<file path="src/rtl/iopage_pkg.sv">
// Shared definitions for the I/O-page sequencer: widths, device addresses, state
// encoding and the latched CPU request.
package iopage_pkg;
    localparam int ADDR_W = 13;
    localparam int DATA_W = 16;

    localparam logic [ADDR_W-1:0] SR_ADDR  = 13'o17570;
    localparam logic [ADDR_W-1:0] CON_ADDR = 13'o17560;
    localparam logic [ADDR_W-1:0] CLK_ADDR = 13'o17546;

    typedef enum logic [2:0] {
        ST_IDLE,
        ST_DECODE,
        ST_STROBE,
        ST_ACK,
        ST_NXM
    } state_t;

    typedef struct packed {
        logic              wr;
        logic              byte_op;
        logic [ADDR_W-1:0] addr;
        logic [DATA_W-1:0] data;
    } req_t;

    // A single device still needs a one-bit select.
    function automatic int sel_w(input int n);
        return (n > 1) ? $clog2(n) : 1;
    endfunction
endpackage

</file>
<file path="src/rtl/iopage_rdmux.sv">
// Priority encoder over device decodes plus the read-data mux, indexed by the
// select the controller registered during DECODE.
module iopage_rdmux
    import iopage_pkg::*;
#(
    parameter int NDEV = 4,
    localparam int SW = sel_w(NDEV)
) (
    input  logic [NDEV-1:0]        dev_decode,
    input  logic [NDEV*DATA_W-1:0] dev_data,
    input  logic [SW-1:0]          data_sel,
    output logic                   any_decode,
    output logic [SW-1:0]          sel,
    output logic                   multi,
    output logic [DATA_W-1:0]      data
);
    logic [NDEV-1:0][DATA_W-1:0] words;

    assign words      = dev_data;
    assign any_decode = |dev_decode;
    // Clearing the lowest set bit leaves something only if two or more were set.
    assign multi      = |(dev_decode & (dev_decode - NDEV'(1)));
    assign data       = words[data_sel];

    always_comb begin
        sel = '0;
        for (int i = NDEV - 1; i >= 0; i--)
            if (dev_decode[i]) sel = SW'(i);
    end
endmodule

</file>
<file path="src/rtl/iopage_ctl.sv">
// CPU-to-I/O-page sequencer: latch one request, wait for a device decode (or time
// out to NXM), issue a single strobe, then hold ack until the CPU drops its request.
module iopage_ctl
    import iopage_pkg::*;
#(
    parameter int NDEV    = 4,
    parameter int TIMEOUT = 8
) (
    input  logic                   clk,
    input  logic                   reset,
    input  logic                   bus_req,
    input  logic                   bus_wr,
    input  logic                   bus_byte_op,
    input  logic [ADDR_W-1:0]      bus_addr,
    input  logic [DATA_W-1:0]      bus_data_in,
    output logic [DATA_W-1:0]      bus_data_out,
    output logic                   bus_ack,
    output logic                   bus_nxm,
    output logic [ADDR_W-1:0]      iopage_addr,
    output logic [DATA_W-1:0]      iopage_data_in,
    output logic                   iopage_rd,
    output logic                   iopage_wr,
    output logic                   iopage_byte_op,
    input  logic [NDEV-1:0]        dev_decode,
    input  logic [NDEV*DATA_W-1:0] dev_data_out,
    output logic                   multi_decode
);
    localparam int SW = sel_w(NDEV);

    state_t            state, state_nx;
    req_t              req_q;
    logic [7:0]        cnt;
    logic [SW-1:0]     sel_q, sel_now;
    logic              any_dec, multi_now;
    logic [DATA_W-1:0] rd_word;

    iopage_rdmux #(.NDEV(NDEV)) u_rdmux (
        .dev_decode (dev_decode),
        .dev_data   (dev_data_out),
        .data_sel   (sel_q),
        .any_decode (any_dec),
        .sel        (sel_now),
        .multi      (multi_now),
        .data       (rd_word)
    );

    always_ff @(posedge clk or posedge reset) begin
        if (reset) state <= ST_IDLE;
        else       state <= state_nx;
    end

    always_comb begin
        state_nx = state;
        case (state)
            ST_IDLE:   if (bus_req) state_nx = ST_DECODE;
            ST_DECODE: begin
                if (any_dec)                       state_nx = ST_STROBE;
                else if (cnt == 8'(TIMEOUT - 1))  state_nx = ST_NXM;
            end
            ST_STROBE: state_nx = ST_ACK;
            ST_ACK,
            ST_NXM:    if (!bus_req) state_nx = ST_IDLE;
            default:   state_nx = ST_IDLE;
        endcase
    end

    // Strobes and ack decode straight from state so reset removes them at once.
    always_comb begin
        iopage_rd = (state == ST_STROBE) && !req_q.wr;
        iopage_wr = (state == ST_STROBE) &&  req_q.wr;
        bus_ack   = (state == ST_ACK) || (state == ST_NXM);
        bus_nxm   = (state == ST_NXM);
    end

    always_ff @(posedge clk or posedge reset) begin
        if (reset) begin
            req_q        <= '0;
            cnt          <= '0;
            sel_q        <= '0;
            multi_decode <= 1'b0;
            bus_data_out <= '0;
        end else begin
            if (state == ST_IDLE && bus_req) begin
                req_q <= '{wr: bus_wr, byte_op: bus_byte_op, addr: bus_addr, data: bus_data_in};
                cnt   <= '0;
            end
            if (state == ST_DECODE) begin
                if (any_dec) begin
                    sel_q <= sel_now;
                    if (multi_now) multi_decode <= 1'b1;
                end else begin
                    cnt <= cnt + 8'd1;
                end
            end
            if (state == ST_STROBE && !req_q.wr)
                bus_data_out <= rd_word;
        end
    end

    assign iopage_addr    = req_q.addr;
    assign iopage_byte_op = req_q.byte_op;
    // Byte writes replicate the low byte; the device picks the lane from addr[0].
    assign iopage_data_in = req_q.byte_op ? {2{req_q.data[7:0]}} : req_q.data;
endmodule
</file>
<file path="config.mk">
export PLATFORM = sky130hd
export DESIGN_NAME = iopage_ctl
export DESIGN_NICKNAME = d
export VERILOG_FILES = /design/src/rtl/iopage_pkg.sv /design/src/rtl/iopage_rdmux.sv /design/src/rtl/iopage_ctl.sv
export SDC_FILE = /design/constraint.sdc
export NUM_CORES = 1
export LEC_CHECK = 0
export ABC_AREA = 1
export BUFFER_PORTS_ARGS = -buffer_cell sky130_fd_sc_hd__buf_4
export CAP_MARGIN = 30
export CORE_MARGIN = 5
export CORE_UTILIZATION = 48
export DETAILED_ROUTE_END_ITERATION = 10
export PLACE_DENSITY = 0.77
export SYNTH_ARGS = -nofsm -noshare
export SYNTH_HDL_FRONTEND = slang
export SYNTH_HIERARCHICAL = 1
export SYNTH_SLANG_ARGS = --single-unit
export TNS_END_PERCENT = 20
</file>
<file path="constraint.sdc">
create_clock -name clk -period 3.8 [get_ports clk]
set_input_delay 0.76 -clock clk [delete_from_list [all_inputs] [get_ports clk]]
set_output_delay 0.76 -clock clk [all_outputs]
set_load 0.03 [all_outputs]
</file>
==> results.txt <==
- The flow ran to the end, and the final reports show no timing, DRC or antenna violations.
- The tree built by TritonCTS fans out to 61 sinks.
* Type of the most critical hold path: input pin to asynchronous set/reset pin
- The net count of the finished layout is a little under 800.
- Number of global-route vias before repair: 3472
- Cells along the critical path: nor2_4 -> nand2_4 -> nor2_8 -> buf_4
* Buffers and inverters on the worst path: 1
* I/O Buffers: between 150 and 200
* Total of max-cap violations: 0
- Count of unresolved DRC violations after routing: 0
- Fraction of layout cells with a size suffix above 1: 27.4%
- Static Leak: about 0.003 uW
- After detailed routing, the wire length on met1 is 4000 um.
- The critical path is of the flip-flop to output port type.
* Power density cells: 751 nW/um2
* Largest delay share family, worst path: simple AND/OR/NAND/NOR gates
* Number of clock buffers inserted by TritonCTS: 9
- The setup check on the worst reg-to-reg path leaves a slack of 1.50 ns.
* Overall die area: 9600 um2
* Area growth from synthesis to layout: 31.7%
- Placement Rows: 32
- Clk slew on worst S/H paths: 0.08 ns
* Average footprint of a synthesized cell: 6.78 um2
- The initial antenna violation count is 0.
- The floorplan step set the die height to 98 um.
- Setup repair after global routing left no endpoint under its margin.
- Cell type of the slowest stage on the worst timing path: sky130_fd_sc_hd__dfrtp_1
- Data required time of the critical path: just over 3 ns
- The clock reaches the later pin of the worst-skew pair after 0.34 ns.
* Area of the core: 7650 um2
- In the global route stage, overall resource usage came out at 20.0%.
- After the first detailed-routing iteration, the DRC count stood at 164.
- Total setup buffers inserted after CTS: 0
- Number of fillers in the final layout: 700
- Number of distinct library cell variants in the gate-level netlist after synthesis: 24
- Pre-antenna DRT Iters: 5
- sky130_fd_sc_hd__dfrtp_1 takes more of the synthesized area than any other cell.
- R2r endpoint: cnt[3]
- Dividing the detail-routed via count by the number of cells gives 4.66.
- Of the available clock period, the critical path in the final layout requires 61.5%.
- Share of Yosys cell area claimed by the top area cell type: 41.1%
- Level count of the clock H-tree: 3
* Total overflow reported by the global router: 0
- Routed wire per std cell: 12.2 um
- Part of the Yosys area used for sequential elements: 41.1%
- Including well taps, the total number of placed cells is 764.
* I/O pins: 153
* Via count: between 3000 and 4000
* Met3 WL post-DR: ~580 um
- The final count of hold timing violations was 0.
- Setup violation total in the final timing report: 0
* Post-route setup TNS: 0 ns
* Number of standard cells after synthesis: 548
- The wire-length estimate of the detail-placed layout is ~7500 um.
- The max-slew violation count is 0.
- Counting cells, the worst reg-to-reg path comes to 6.
- Synth top area cells: sky130_fd_sc_hd__dfrtp_1 (41%), sky130_fd_sc_hd__nand2_1 (25%), sky130_fd_sc_hd__inv_1 (9.5%)
- Buffers inserted to repair hold after CTS numbered 0.
- In this run the horizontal extent of the chip is between 90 and 100 um.
- The number of nets handed over by synthesis was 651.
- In this run the cell area of the synthesized design comes to 3720 um2.
- VDD sags by at most 0.476 mV.
- After layout, the minimum clock period comes to 2.34 ns.
- Pin count of the biggest net entering global routing: 43
* Fin Clk Skew: between 0.008 and 0.009 ns
* Highest Clock Rate: 428 MHz
* Worst path max stage delay: 0.47 ns
- Synth Warn #: 6
* Met2 Routed Length: 4800 um
- Once layout is complete, the cells apart from fillers number 780.
- Number of antenna repair diodes: 0
- Transition at the pin with the smallest max-transition slack: 0.650 ns
- Routability-driven placement finished with a final weighted congestion of 0.789.
- The initial utilization of the core area, before any placement, comes to 48.6%.
- Post-CTS repair changed the size of 0 cells.
* Worst slew slack as a fraction of its limit: around 57%
* Global-route wire length before repair: around 16000 um
- TritonCTS built the clock tree.
- The tree is rooted in a sky130_fd_sc_hd__clkbuf_8.
- Once detail routing completed, the nets flagged for antenna violations numbered 0.
- STA classifies the critical path startpoint as a flip-flop.
- In this run the critical register-to-register path is launched from state[0].
- Wirelength, routed: 9550 um
- Element type at the critical path end: output port
- Along the worst path, the maximum fanout reaches 18.
- Synthesis inferred 61 register bits.
- Worst Path Arrival: ~1.6 ns
* Maximum number of buffers from clock root to sink: 2
- Top routing layer used: met4
kinds of logic (layout without fill, tap and decap cells):
kind of cell	after synthesis	after routing	synth area share [%]
compound gates	30	30	4.14
fa+ha+maj	1	1	0.337
buf+inv	140	270	18.8
flops	61	61	41.1
simple gates	316	316	35.6
state kept, by name (all words and copies together) (netlist names):
register,flops
state,3
iopage_addr,13
req_q,17
bus_data_out,16
sel_q,2
iopage_byte_op,1
cnt,8
multi_decode,1
Yosys cell counts (all sizes together):
cell type and count:
buf 40, ha 1, nand2 250, inv 99, and2 1, clkbuf 1, nand4 3, a21oi 3
a31o 1, nand3 47, nor3 2, dfrtp 61, o21ai 26, nor2 13
worst register-to-register path: stages (launching register included):
cell and delay, ns:
sky130_fd_sc_hd__dfrtp_1 0.47, sky130_fd_sc_hd__nor2_4 0.20, sky130_fd_sc_hd__nand3_2 0.51, sky130_fd_sc_hd__inv_2 0.72, sky130_fd_sc_hd__o21ai_0 0.15, sky130_fd_sc_hd__o21ai_0 0.10
sky130_fd_sc_hd__inv_1 0.05
per-layer routing:
metal,global-route usage (%),vias up
met5,0,-
met2,34.2,97
met3,5.86,13
li1,-,1857
met1,24.5,1666
met4,5.86,0
placed cells by master (no fill, tap or decap):
| master | n |
|---|---|
| sky130_fd_sc_hd__buf_16 | 1 |
| sky130_fd_sc_hd__clkbuf_8 | 9 |
| sky130_fd_sc_hd__nand3_2 | 2 |
| sky130_fd_sc_hd__dfrtp_1 | 61 |
| sky130_fd_sc_hd__and2_1 | 1 |
| sky130_fd_sc_hd__buf_12 | 1 |
| sky130_fd_sc_hd__nor2_4 | 1 |
| sky130_fd_sc_hd__nor2_1 | 10 |
| sky130_fd_sc_hd__nand4_1 | 3 |
| sky130_fd_sc_hd__clkinvlp_4 | 1 |
| sky130_fd_sc_hd__clkinv_2 | 2 |
| sky130_fd_sc_hd__inv_1 | 93 |
| sky130_fd_sc_hd__o21ai_0 | 22 |
| sky130_fd_sc_hd__nor2_8 | 2 |
| sky130_fd_sc_hd__o21ai_1 | 4 |
| sky130_fd_sc_hd__nand2_1 | 247 |
| sky130_fd_sc_hd__inv_2 | 4 |
| sky130_fd_sc_hd__inv_4 | 2 |
| sky130_fd_sc_hd__buf_4 | 153 |
| sky130_fd_sc_hd__a31o_2 | 1 |
| sky130_fd_sc_hd__nand2_2 | 1 |
| sky130_fd_sc_hd__a21oi_1 | 3 |
| sky130_fd_sc_hd__clkinv_4 | 4 |
| sky130_fd_sc_hd__nor3_1 | 2 |
| sky130_fd_sc_hd__ha_1 | 1 |
| sky130_fd_sc_hd__nand3_1 | 45 |
| sky130_fd_sc_hd__nand2_4 | 2 |
how the worst max path moves through the flow:
stage / slack, ns / depth (start not counted) / startpoint / to
2_1_floorplan: 1.53 / 1 / reset / bus_data_out[0]
3_3_place_gp: 1.32 / 6 / bus_req / cnt[4]
3_5_place_dp: 1.30 / 6 / bus_req / cnt[3]
4_1_cts: 1.43 / 4 / state[0] / iopage_rd
5_1_grt: 1.20 / 6 / state[0] / cnt[4]
6_report: 1.46 / 4 / state[0] / iopage_rd
power breakdown:
part / internal, uW / total (uW) / leakage (uW) / switching (uW)
combinational: 723 / 2000 / 0.00213 / 1280
sequential: 924 / 1170 / 0.000764 / 245
clock: 238 / 501 / 0.0000891 / 263
cell type report:
class / instances / area, um2 / share of cell area [%]
clock buffers: 9 / 124 / 2.53
clock inverters: 7 / 52.6 / 1.07
inverters: 99 / 377 / 7.69
multi-input cells: 347 / 1490 / 30.5
flip-flops and latches: 61 / 1530 / 31.2
well taps: 102 / 128 / 2.61
repair buffers: 155 / 1200 / 24.4
stage by stage:
stage	setup WS, ns	util, %	instance area [um2]	power [uW]	hold WS, ns
final	1.46	64.0	4890	3670	0.414
after global routing	1.20	64.0	4890	3970	0.430
after CTS	1.43	64.0	4890	3710	0.409
after detailed placement	1.30	61.7	4720	3200	0.460
after global placement	1.32	61.1	4670	3120	0.459
after floorplan	1.53	-	3720	2680	0.450
No activity file was read; power rests on OpenSTA's default activity.
